==> src/rtl/keypad_pkg.sv <==
// Shared types and constants for the 4x4 keypad scan controller.
package keypad_pkg;
  typedef enum logic [1:0] {ST_SCAN, ST_DEBOUNCE, ST_REPORT, ST_RELEASE} state_e;

  localparam logic [3:0] ROWS_IDLE = 4'b1111;
  localparam logic [3:0] COL_RESET = 4'b1110;

  // Code layout expected by the downstream keypad value decoder.
  typedef struct packed {
    logic [1:0] row;
    logic [1:0] col;
  } key_code_t;
endpackage

==> src/rtl/keypad_scan_controller_if.sv <==
// Keypad pins plus the key-event valid/ack handshake.
interface keypad_scan_controller_if;
  logic [3:0] Rows;
  logic [3:0] Columns;
  logic [3:0] Code;
  logic       Valid;
  logic       Ack;

  modport master (input Rows, Ack, output Columns, Code, Valid);
  modport slave  (output Rows, Ack, input Columns, Code, Valid);
endinterface

==> src/rtl/keypad_row_sync.sv <==
// Two-flop synchronizer for the asynchronous, active-low row inputs.
module keypad_row_sync
  import keypad_pkg::*;
(
  input  logic       clk,
  input  logic       rst_n,
  input  logic [3:0] rows,
  output logic [3:0] rows_sync
);
  logic [3:0] meta_q, sync_q;

  // Reset to "no row pulled low" so nothing looks pressed out of reset.
  always_ff @(posedge clk or negedge rst_n) begin
    if (!rst_n) begin
      meta_q <= ROWS_IDLE;
      sync_q <= ROWS_IDLE;
    end else begin
      meta_q <= rows;
      sync_q <= meta_q;
    end
  end

  assign rows_sync = sync_q;
endmodule

==> src/rtl/keypad_scan_controller.sv <==
// Column-strobing scanner with press/release debounce and one event per key press.
module keypad_scan_controller
  import keypad_pkg::*;
#(
  parameter int SCAN_DIV = 4,
  parameter int DEBOUNCE = 2
) (
  input logic                        Clock,
  input logic                        nReset,
  keypad_scan_controller_if.master   kp
);
  localparam int DW = (SCAN_DIV > 1) ? $clog2(SCAN_DIV) : 1;
  localparam int CW = $clog2(DEBOUNCE + 1);
  localparam logic [DW-1:0] DIV_LAST = DW'(SCAN_DIV - 1);
  localparam logic [CW-1:0] CNT_LAST = CW'(DEBOUNCE - 1);

  logic [3:0]    rs;
  state_e        state_q, state_d;
  logic [DW-1:0] div_q, div_d;
  logic [1:0]    c_q, c_d;
  logic [1:0]    r_q, r_d;
  logic [CW-1:0] cnt_q, cnt_d;
  key_code_t     code_q, code_d;
  logic          tick, hit;
  logic [1:0]    hit_row;

  keypad_row_sync u_sync (
    .clk       (Clock),
    .rst_n     (nReset),
    .rows      (kp.Rows),
    .rows_sync (rs)
  );

  assign tick = (div_q == DIV_LAST);

  // Lowest-index low row wins.
  always_comb begin
    hit     = 1'b0;
    hit_row = 2'd0;
    for (int i = 3; i >= 0; i--) begin
      if (!rs[i]) begin
        hit     = 1'b1;
        hit_row = 2'(i);
      end
    end
  end

  always_comb begin
    state_d = state_q;
    c_d     = c_q;
    r_d     = r_q;
    cnt_d   = cnt_q;
    code_d  = code_q;
    div_d   = tick ? '0 : div_q + DW'(1);
    case (state_q)
      ST_SCAN: if (tick) begin
        if (!hit) begin
          c_d = c_q + 2'd1;
        end else begin
          r_d   = hit_row;
          cnt_d = CW'(1);
          if (DEBOUNCE == 1) begin
            code_d  = key_code_t'{row: hit_row, col: c_q};
            state_d = ST_REPORT;
          end else begin
            state_d = ST_DEBOUNCE;
          end
        end
      end
      ST_DEBOUNCE: if (tick) begin
        if (hit && hit_row == r_q) begin
          cnt_d = cnt_q + CW'(1);
          if (cnt_q == CNT_LAST) begin
            code_d  = key_code_t'{row: r_q, col: c_q};
            state_d = ST_REPORT;
          end
        end else begin
          state_d = ST_SCAN;
          c_d     = c_q + 2'd1;
        end
      end
      // Event stays latched until acknowledged, even if the key is gone.
      ST_REPORT: if (kp.Ack) begin
        state_d = ST_RELEASE;
        cnt_d   = '0;
      end
      ST_RELEASE: if (tick) begin
        if (rs == ROWS_IDLE) begin
          cnt_d = cnt_q + CW'(1);
          if (cnt_q == CNT_LAST) begin
            state_d = ST_SCAN;
            c_d     = c_q + 2'd1;
            cnt_d   = '0;
          end
        end else begin
          cnt_d = '0;
        end
      end
      default: state_d = ST_SCAN;
    endcase
  end

  always_ff @(posedge Clock or negedge nReset) begin
    if (!nReset) begin
      state_q <= ST_SCAN;
      div_q   <= '0;
      c_q     <= 2'd0;
      r_q     <= 2'd0;
      cnt_q   <= '0;
      code_q  <= '0;
    end else begin
      state_q <= state_d;
      div_q   <= div_d;
      c_q     <= c_d;
      r_q     <= r_d;
      cnt_q   <= cnt_d;
      code_q  <= code_d;
    end
  end

  assign kp.Columns = ~(4'b0001 << c_q);
  assign kp.Valid   = (state_q == ST_REPORT);
  assign kp.Code    = code_q;
endmodule
==> src/flat_wrapper.sv <==
// flat-port wrapper written by rule: the top's interface ports become plain ports
module keypad_scan_controller_flat import keypad_pkg::*;
#(
  parameter int SCAN_DIV = 4,
  parameter int DEBOUNCE = 2
)
  (Clock, nReset, kp_Rows, kp_Ack, kp_Columns, kp_Code, kp_Valid);
  keypad_scan_controller_if kp_i ();
  input logic Clock;
  input logic nReset;
  input wire logic [$bits(kp_i.Rows)-1:0] kp_Rows;
  input wire logic [$bits(kp_i.Ack)-1:0] kp_Ack;
  output wire logic [$bits(kp_i.Columns)-1:0] kp_Columns;
  output wire logic [$bits(kp_i.Code)-1:0] kp_Code;
  output wire logic [$bits(kp_i.Valid)-1:0] kp_Valid;
  assign kp_i.Rows = kp_Rows;
  assign kp_i.Ack = kp_Ack;
  assign kp_Columns = kp_i.Columns;
  assign kp_Code = kp_i.Code;
  assign kp_Valid = kp_i.Valid;
  keypad_scan_controller #(.SCAN_DIV(SCAN_DIV), .DEBOUNCE(DEBOUNCE)) u_core (.Clock(Clock), .nReset(nReset), .kp(kp_i));
endmodule
==> config.mk <==
export PLATFORM = sky130hd
export DESIGN_NAME = keypad_scan_controller_flat
export DESIGN_NICKNAME = d
export VERILOG_FILES = /design/src/rtl/keypad_pkg.sv /design/src/rtl/keypad_scan_controller_if.sv /design/src/rtl/keypad_row_sync.sv /design/src/rtl/keypad_scan_controller.sv /design/src/flat_wrapper.sv
export SDC_FILE = /design/constraint.sdc
export NUM_CORES = 1
export LEC_CHECK = 0
export BUFFER_PORTS_ARGS = -buffer_cell sky130_fd_sc_hd__buf_2
export CORE_ASPECT_RATIO = 0.8
export CORE_UTILIZATION = 45
export DETAILED_ROUTE_END_ITERATION = 8
export GPL_TIMING_DRIVEN = 0
export PLACE_DENSITY = 0.65
export SYNTH_ARGS = -nofsm -noshare
export SYNTH_HDL_FRONTEND = slang
export SYNTH_SLANG_ARGS = --single-unit
==> constraint.sdc <==
create_clock -name Clock -period 1.9 [get_ports Clock]
set_input_delay 0.285 -clock Clock [delete_from_list [all_inputs] [get_ports Clock]]
set_output_delay 0.285 -clock Clock [all_outputs]
set_load 0.05 [all_outputs]
==> impl_metrics.toml, run 1 <==
[yosys]
seq_area_frac_synth_pct = 53.0
synth_seq_cells = 22
yosysWarningCount = 0
ys_async_sr_fraction_pct = 100
synth_top_family_by_area = "simple AND/OR/NAND/NOR gates"
yosys.area_share.simple_pct = 14.1
synthCells = 95
synth-main-ff-cell = "dfrtp_1"
synth_area_per_cell_um2 = 11.1
synth_compound_area_share_pct = 11.6
synth_xor_area_share_pct = 0.828
muxShareOfSynthArea_pct = 7.22
synthAdderAreaFrac_pct = 8.28
ys_types = 31
syn-cell-area_um2 = 1060
synth_edf_count = 0
synth_nets = 109

[sta]
fin_ws_ps = -1.27
period_share_pct = 100
tightest_slew_ps = 468
relSlewSlack_pct = 68.8
rsz0062_at_grt = "true"
setup_viol = 3
skew_ps = 5.48
fmax_mhz = 526
min_period_ps = 1900
hold_viol = 0
drv_slew = 0

[setup_path]
critPathKind = "reg2reg"
slowest_stage = "dfstp_2"
crit_path_max_incr_delay_ps = 580
cp_data_arrival_time_ps = 2100
crit_path_start_kind = "register"
r2r_cells = 6
cp.required_ps = 2100
crit_path_end_kind = "register"
rrSetupSlack_ps = -1
critPathMaxFanout = 5
path_cells = "and4b_1, o21ai_2, a31o_4, nor4b_4, buf_6, mux2_4"

[place]
place_hpwl_mm = 1.26
placed_area_um2 = 1180
place_congestion = 0.826
io_buffers = 15
dp_cells = 135
pre_cts_ws_ps = -145

[final_layout]
fin_area_um2 = 1270
final-instance-count-excl-fill = 143
insertedDiodeCount = 0
areaGrowthSynthToFinish_pct = 19.9
fillers = 194
drive_above_1_share_pct = 36.4
final_core_util_pct = 58.2
fin_nets = 133

[power_and_ir_drop]
combPwrFrac_pct = 47.8
pwr-share-clk_pct = 13.5
p_total_mw = 1.83
p_switching_uw = 819
p_int_mw = 1.01
power_switching_share_pct = 44.9
p_seq_share_pct = 38.7
leakagePower_nw = 0.602
peakVddDrop_v = 0.000986
power_density_nw_per_um2 = 1440

[die]
dieHeight_um = 45.4
fp.coreArea_um2 = 2180
dieWidth_um = 56.2
start_util_pct = 48.6
die_area_um2 = 2550
row_count = 15
ioPinCount = 16

[clock_tree]
cts_tree = "yes"
htree_levels = 1
cts_buffers = 3
cts_buffer_depth = 2
clkTransAtPathRegs_ps = 110
cts.sinks = 22
clock_latency_ps = 300
cts-root-buf = "clkbuf_4"

[outcome]
failed_checks = "setup timing"
status = "finished with violations"

[detailed_routing]
drt-total-wl_mm = 1.79
firstDrtPassIters = 4
via_per_inst = 5.25
wl_per_cell_um = 12.5
drcViolationCount = 0
ant_nets = 0
drtIter0Drc = 15
vias = 751

[flow_run]
cap_violations = 0

[min_path]
whs_path_depth = 1
min_path_type = "in2reg"

[grt]
overflow = 0
grt_max_degree = 23
grt_usage_pct = 15.8
grt_pass1_wl_mm = 2.93
antenna_found_initial = 0
first_global_vias = 671
==> layout by cell type, fill, tap and decap left out, types with 3 or more instances in the layout <==
cell and count:
inv_1 11, nor2_1 4, nand2_1 8, nand3_1 3
dfstp_2 8, dfrtp_1 14, clkbuf_4 3, mux2_4 4
ha_1 7, buf_2 15, o21ai_0 8, buf_4 3
==> kinds of logic after synthesis <==
group | after synthesis
compound gates | 19
fa+ha+maj | 7
buf+inv | 14
simple gates | 25
xor+xnor | 1
mux | 7
flops | 22
==> worst max-delay path, delay by kind of cell (launching register included) <==
family / cells / cell delay, ps
buffers and inverters: 1 / 170
multiplexers: 1 / 290
flip-flops: 1 / 580
AO/OA/AOI/OAI: 2 / 310
AND/OR/NAND/NOR: 2 / 440
==> metal layers <==
layer  share of wire [%]  global-route usage (%)  wire, um
met5                   0                       0         0
met4                0.67                    4.39        12
met3                 3.5                    6.02        62
met2                  48                    27.4       849
met1                  48                    18.8       861
==> through the flow <==
| stage | hold WS, ps | TNS (ps) |
|---|---|---|
| floorplan | -10.6 | -25.1 |
| global placement | 267 | -425 |
| detailed placement | 268 | -578 |
| CTS | 53.4 | 0 |
| global route | 39.1 | -302 |
| finish | 70.6 | -1.83 |
==> state kept, by name, summed over array words and instances, names as in the netlist, named ones only <==
signal	cells
u_core.u_sync.meta_q	4
u_core.kp.Code	4
u_core.r_q	2
u_core.state_q	1
u_core.cnt_q	2
u_core.c_q	2
u_core.div_q	2
u_core.u_sync.rows_sync	4
==> synth_stat cells, types with 2 or more instances <==
| cell type | number | area, um2 |
|---|---|---|
| clkbuf_1 | 3 | 11.3 |
| dfrtp_1 | 14 | 350 |
| dfstp_2 | 8 | 210 |
| ha_1 | 7 | 87.6 |
| inv_1 | 11 | 41.3 |
| mux2_2 | 5 | 56.3 |
| mux2i_1 | 2 | 20.0 |
| nand2_1 | 8 | 30.0 |
| nand3_1 | 3 | 15.0 |
| nand4_1 | 2 | 12.5 |
| nor2_1 | 4 | 15.0 |
| o21ai_0 | 8 | 40.0 |
| o21ai_1 | 2 | 10.0 |
==> cell type report <==
cell class              instances  area [um2]  area share [%]
plain buffers                   2        7.51           0.592
well taps                      25        31.3            2.47
clock buffers                   4        36.3            2.86
inverters                      11        41.3            3.26
multi-input cells              59         472            37.2
flip-flops and latches         22         561            44.2
repair buffers                 20         119            9.38
==> power groups by stage <==
stage / clock (mW) / sequential (mW) / combinational [mW]
2_1_floorplan: 0 / 0.822 / 0.544
4_1_cts: 0.260 / 0.704 / 0.851
3_3_place_gp: 0 / 0.708 / 0.823
3_5_place_dp: 0 / 0.714 / 0.843
6_report: 0.246 / 0.707 / 0.872
5_1_grt: 0.278 / 0.723 / 0.944
==> path summary, 6_finish.rpt <==
kind	startpoint	to
setup reg to reg	u_core.u_sync.rows_sync[1]$_DFF_PN1_	u_core.kp.Code[1]$_DFFE_PN0P_
hold / removal	kp_Rows[2]	u_core.u_sync.meta_q[2]$_DFF_PN1_
setup / recovery	u_core.u_sync.rows_sync[1]$_DFF_PN1_	u_core.kp.Code[1]$_DFFE_PN0P_
min in group asynchronous	nReset	u_core.kp.Code[1]$_DFFE_PN0P_
max in group asynchronous	nReset	u_core.u_sync.rows_sync[0]$_DFF_PN1_
hold reg to reg	u_core.u_sync.meta_q[1]$_DFF_PN1_	u_core.u_sync.rows_sync[1]$_DFF_PN1_
==> what timing repair did <==
item                                    CTS  global route
endpoints found under the setup margin    4             5
hold endpoints to repair                 14             0
buffers inserted                          2             2
hold buffers                              1             0
gates resized for setup                   0             3
pin swaps                                 1             0
Note: power is estimated with default switching activity, not from simulation.
==> run 2, diff against run 1 <==
- REMOVE_ABC_BUFFERS: default -> 1
- SETUP_SLACK_MARGIN: default -> 0.15
==> run 2 against run 1 <==
The run still ends with setup timing left. Global-route usage increased by 0.37 points. Sequential cell count unchanged. Combinational power decreased by 6.2%. Clock skew decreased by 3.4 ps. Critical path depth unchanged. Sequential power increased by 6.6%. Clock-buffer cell count decreased by 1. Core utilization increased by 1.9 points. Wire length increased by 5.8%. Critical endpoint is now u_core.kp.Code[0]$_DFFE_PN0P_. Largest cell class unchanged. Highest routed layer unchanged.
==> impl_metrics.toml, run 2 (same netlist as run 1, synthesis figures left out) <==
[setup_path]
cp_data_arrival_time_ps = 2100
crit_path_max_incr_delay_ps = 550
cp.required_ps = 2100
r2r_cells = 6
crit_path_start_kind = "register"
slowest_stage = "dfstp_2"
path_cells = "and4b_1, o21ai_2, a31o_4, nor4b_4, buf_4, mux2_4"
critPathMaxFanout = 3
crit_path_end_kind = "register"
cp_num_cells = 6
cp_num_buf_inv = 1
cpLargestDelayFamily = "flip-flops"
critPathKind = "reg2reg"

[detailed_routing]
wl_per_cell_um = 13.0
drtIter0Drc = 12
routed-wl-met2_um = 980
drcViolationCount = 0
via_per_inst = 5.35
firstDrtPassIters = 4
vias = 776
met1_length_um = 810
drt-total-wl_mm = 1.89
ant_nets = 0
wl_met3_um = 82
highest_layer = "met4"

[min_path]
whs_path_depth = 1
min_path_type = "in2reg"

[sta]
fin_ws_ps = -2.51
skew_ps = 2.07
fmax_mhz = 526
rsz0062_at_grt = "true"
fin_hold_ws_ps = 62.7
tightest_slew_ps = 465
relSlewSlack_pct = 69.0
period_share_pct = 100
min_period_ps = 1900
setup_viol = 2
drv_slew = 0
hold_viol = 0

[clock_tree]
cts_buffer_depth = 2
cts_buffers = 3
cts-root-buf = "clkbuf_4"
htree_levels = 1
cts.sinks = 22
clkTransAtPathRegs_ps = 110
cts_tree = "yes"
clock_latency_ps = 300

[power_and_ir_drop]
power_density_nw_per_um2 = 1470
peakVddDrop_v = 0.00100
leakagePower_nw = 0.624

[grt]
grt_usage_pct = 16.2
first_global_vias = 694
grt_pass1_wl_mm = 3.01
overflow = 0
antenna_found_initial = 0
grt_max_degree = 23

[final_layout]
mostFrequentLayoutCells = "buf_2 (15), dfrtp_1 (13), inv_1 (11)"
final-seq-area_um2 = 562
multi_input_area_um2 = 477
areaGrowthSynthToFinish_pct = 23.8
fillers = 193
final_core_util_pct = 60.1
fin_nets = 135
final_common_cell = "buf_2"
drive_above_1_share_pct = 41.7
insertedDiodeCount = 0

[die]
die_area_um2 = 2550
row_count = 15
dieHeight_um = 45.4
start_util_pct = 48.6
fp.coreArea_um2 = 2180
dieWidth_um = 56.2
ioPinCount = 16

[place]
io_buffers = 15
place_hpwl_mm = 1.20
place_congestion = 0.759

[outcome]
status = "finished with violations"
failed_checks = "setup timing"

[flow_run]
cap_violations = 0
run 2: cell types whose count changed in the layout (fill, tap and decap cells not counted):
| cell | before | now |
|---|---|---|
| dfrtp_1 | 14 | 13 |
| and4_2 | 0 | 1 |
| buf_4 | 3 | 8 |
| buf_6 | 1 | 0 |
| clkbuf_8 | 1 | 0 |
| o21ai_2 | 1 | 2 |
| bufinv_16 | 0 | 1 |
| and4_1 | 1 | 0 |
| o21ai_1 | 1 | 0 |
| dfrtp_2 | 0 | 1 |
| clkbuf_1 | 2 | 0 |
run 2: path summary, 6_finish.rpt:
| kind | start | endpoint | slack, ps |
|---|---|---|---|
| worst max-delay path | u_core.u_sync.rows_sync[2]$_DFF_PN1_ | u_core.kp.Code[0]$_DFFE_PN0P_ | -3 |
| max in group asynchronous | nReset | u_core.u_sync.meta_q[2]$_DFF_PN1_ | 1110 |
| min in group asynchronous | nReset | u_core.state_q[0]$_DFFE_PN0P_ | 450 |
| worst min register to register | u_core.u_sync.meta_q[1]$_DFF_PN1_ | u_core.u_sync.rows_sync[1]$_DFF_PN1_ | 360 |
| worst min-delay path | kp_Rows[2] | u_core.u_sync.meta_q[2]$_DFF_PN1_ | 60 |
| worst max register to register | u_core.u_sync.rows_sync[2]$_DFF_PN1_ | u_core.kp.Code[0]$_DFFE_PN0P_ | -3 |
run 2: final cells by class:
type                    instances  area share, %
inverters                      11           3.15
clock buffers                   3           1.72
repair buffers                 24           11.1
multi-input cells              59           36.4
flip-flops and latches         22           42.9
well taps                      25           2.39
clock inverters                 1           2.29
run 2: repair_timing:
| item | CTS | global route |
|---|---|---|
| hold endpoints to repair | 14 | 0 |
| setup buffers | 5 | 3 |
| hold buffers | 1 | 0 |
| gates resized for setup | 5 | 4 |
| pin swaps | 5 | 2 |
| endpoints found under the setup margin | 8 | 9 |
run 2: power by group:
part,internal (mW),leakage [nW],total [mW],switching (mW)
clock,0.213,0.0279,0.347,0.134
sequential,0.593,0.257,0.754,0.161
combinational,0.289,0.338,0.818,0.529
total,1.10,0.624,1.92,0.825
run 2: routing by layer:
layer | global-route usage (%) | up-vias
met1 | 18.6 | 379
met2 | 29.0 | 19
met4 | 4.39 | 0
li1 | - | 376
met3 | 6.02 | 2
met5 | 0 | -
run 2: stage by stage:
| step | power [mW] | cell area [um2] | std cells | setup slack [ps] | setup TNS, ps |
|---|---|---|---|---|---|
| floorplan | 1.33 | 1050 | 92 | -11.2 | -45.0 |
| global placement | 1.49 | 1150 | 132 | -158 | -625 |
| detailed placement | 1.51 | 1150 | 132 | -174 | -693 |
| CTS | 1.91 | 1280 | 142 | 32.0 | 0 |
| global route | 2.04 | 1310 | 145 | -87.1 | -312 |
| finish | 1.92 | 1310 | 145 | -2.51 | -4.25 |
run 2: worst register-to-register path, delay by kind of cell, from the launching register on:
family | cells | cell delay (ps)
AO/OA/AOI/OAI | 2 | 320
AND/OR/NAND/NOR | 2 | 450
multiplexers | 1 | 300
buffers and inverters | 1 | 180
flip-flops | 1 | 550
==> run 3, diff against run 2 <==
- CAP_MARGIN: default -> 20
- CTS_CLUSTER_SIZE: default -> 12
- PLACE_DENSITY: 0.65 -> 0.62
- clock period: 1.9 -> 1.8 ns (I/O delays scaled with it)
==> run 3 against run 2 <==
Total power grew 8.5%. Wire length shrank 5.1%. Clock power grew 7.2%. Fmax grew 1.2%. Largest cell class unchanged. Clock-buffer cell count is the same. First-iteration DRC count shrank 50%. Setup slack lost 77 ps. Worst hold slack lost 24 ps. Non-clock buffer count is the same. Sequential power grew 2%. Clock skew grew 1.8 ps. The flow still finishes with violations (setup timing).
==> impl_metrics.toml, run 3 (same netlist as run 1, synthesis figures left out) <==
[final_layout]
insertedDiodeCount = 0
final-instance-count-excl-fill = 145
final_common_cell = "buf_2"
mostFrequentLayoutCells = "buf_2 (15), dfrtp_1 (13), inv_1 (11), nand2_1 (8), dfstp_2 (8)"
fin_nets = 135
drive_above_1_share_pct = 41.7
fillers = 191
areaGrowthSynthToFinish_pct = 23.8

[setup_path]
crit-reg2reg-launch = "u_core.u_sync.rows_sync[2]$_DFF_PN1_"
worst_r2r_endpoint = "u_core.kp.Code[2]$_DFFE_PN0P_"
cp.required_ps = 2010
cp_data_arrival_time_ps = 2090
r2r_cells = 6
setup.worst_path.start = "u_core.u_sync.rows_sync[2]$_DFF_PN1_"
rrSetupSlack_ps = -80
crit_path_start_kind = "register"
critPathMaxFanout = 5
crit_path_end_kind = "register"
critPathKind = "reg2reg"

[clock_tree]
cts_buffer_depth = 2
cts.sinks = 22
cts_tree = "yes"
htree_levels = 1
clkTransAtPathRegs_ps = 120
clock_latency_ps = 310
cts_buffers = 3
cts-root-buf = "clkbuf_4"

[min_path]
whs_path_depth = 1
hold_end = "u_core.u_sync.meta_q[3]$_DFF_PN1_"
min_path_type = "in2reg"
holdCritStartpoint = "kp_Rows[3]"

[power_and_ir_drop]
combPwrFrac_pct = 45.3
pwr-share-clk_pct = 17.9
power_switching_share_pct = 42.4
p_switching_uw = 883
power_density_nw_per_um2 = 1590
leakagePower_nw = 0.624
p_seq_share_pct = 36.8
p_total_mw = 2.08
p_int_mw = 1.20
peakVddDrop_v = 0.00126

[sta]
skew_ps = 3.85
relSlewSlack_pct = 68.9
drv_slew = 0
tightest_slew_ps = 466
min_period_ps = 1880
setup_viol = 5
fmax_mhz = 532
period_share_pct = 104
rsz0062_at_grt = "true"
hold_viol = 0
fin_ws_ps = -79.7

[detailed_routing]
vias = 759
firstDrtPassIters = 4
wl_per_cell_um = 12.4
drt-total-wl_mm = 1.79
drcViolationCount = 0
ant_nets = 0
drtIter0Drc = 6
via_per_inst = 5.23

[grt]
grt_pass1_wl_mm = 2.87
overflow = 0
top_usage_layer = "met2"
use_met3_pct = 6.02
grt_usage_pct = 15.5
grt_max_degree = 23
met2_usage_pct = 22.6
first_global_vias = 619
antenna_found_initial = 0
use_met1_pct = 20.6

[place]
pre_cts_ws_ps = -254
dp_cells = 132
place_congestion = 0.769
io_buffers = 15

[die]
die_area_um2 = 2550
dieWidth_um = 56.2
ioPinCount = 16
start_util_pct = 48.6
row_count = 15
dieHeight_um = 45.4
fp.coreArea_um2 = 2180

[outcome]
status = "finished with violations"
failed_checks = "setup timing"

[flow_run]
cap_violations = 0
-- run 3: changes by cell type in the layout (fill, tap and decap cells not counted) --
cell	before	now
a31o_2	0	1
buf_6	0	2
o21ai_1	0	1
buf_4	8	6
a31o_4	1	0
and4_2	1	0
o21ai_0	8	7
and4_4	0	1
-- run 3: through the flow --
stage	area, um2	hold slack [ps]	utilization, %	TNS (ps)
6_report	1310	38.4	60.1	-353
5_1_grt	1310	14.6	60.1	-808
4_1_cts	1280	22.5	58.6	-223
3_5_place_dp	1150	259	52.9	-1000
3_3_place_gp	1150	251	52.9	-1020
2_1_floorplan	1050	-25.6	-	-445
-- run 3: worst max path at each step --
stage                               endpoint  slack [ps]  cells past startpoint
6_report       u_core.kp.Code[2]$_DFFE_PN0P_         -80                      6
3_5_place_dp   u_core.kp.Code[3]$_DFFE_PN0P_        -250                      5
3_3_place_gp   u_core.kp.Code[1]$_DFFE_PN0P_        -260                      5
2_1_floorplan  u_core.kp.Code[0]$_DFFE_PN0P_        -110                      5
5_1_grt        u_core.kp.Code[2]$_DFFE_PN0P_        -150                      6
4_1_cts        u_core.kp.Code[0]$_DFFE_PN0P_         -50                      6
-- run 3: cell type report --
cell class              instances  area, um2  share of cell area [%]
flip-flops and latches         22        562                    42.9
multi-input cells              59        469                    35.9
repair buffers                 24        153                    11.7
inverters                      11       41.3                    3.15
well taps                      25       31.3                    2.39
clock inverters                 1       30.0                    2.29
clock buffers                   3       22.5                    1.72
-- run 3: layer usage --
metal / vias to the layer above / wire, um
met2: 21 / 833
met1: 356 / 831
met4: 0 / 36
met3: 5 / 91
met5: - / 0
li1: 377 / -
-- run 3: repair_timing --
action / CTS / global route
gates cloned: 0 / 0
gates resized for setup: 7 / 5
buffers inserted: 5 / 3
pin swaps: 6 / 2
endpoints found under the setup margin: 8 / 13
hold buffers: 1 / 0
endpoints found under the hold margin: 14 / 0
-- run 3: power groups by stage --
stage          Sequential [mW]  Clock, mW  Combinational, mW
2_1_floorplan            0.900          0              0.503
3_3_place_gp             0.787          0              0.790
3_5_place_dp             0.792          0              0.806
4_1_cts                  0.783      0.387              0.862
5_1_grt                  0.792      0.398               1.02
6_report                 0.767      0.372              0.943
-- run 3: critical path: stages, from the launching register on --
cell and delay (ps):
dfstp_2 550, and4b_1 210, o21ai_2 60, a31o_2 260, nor4b_4 220, buf_6 170
mux2_4 300
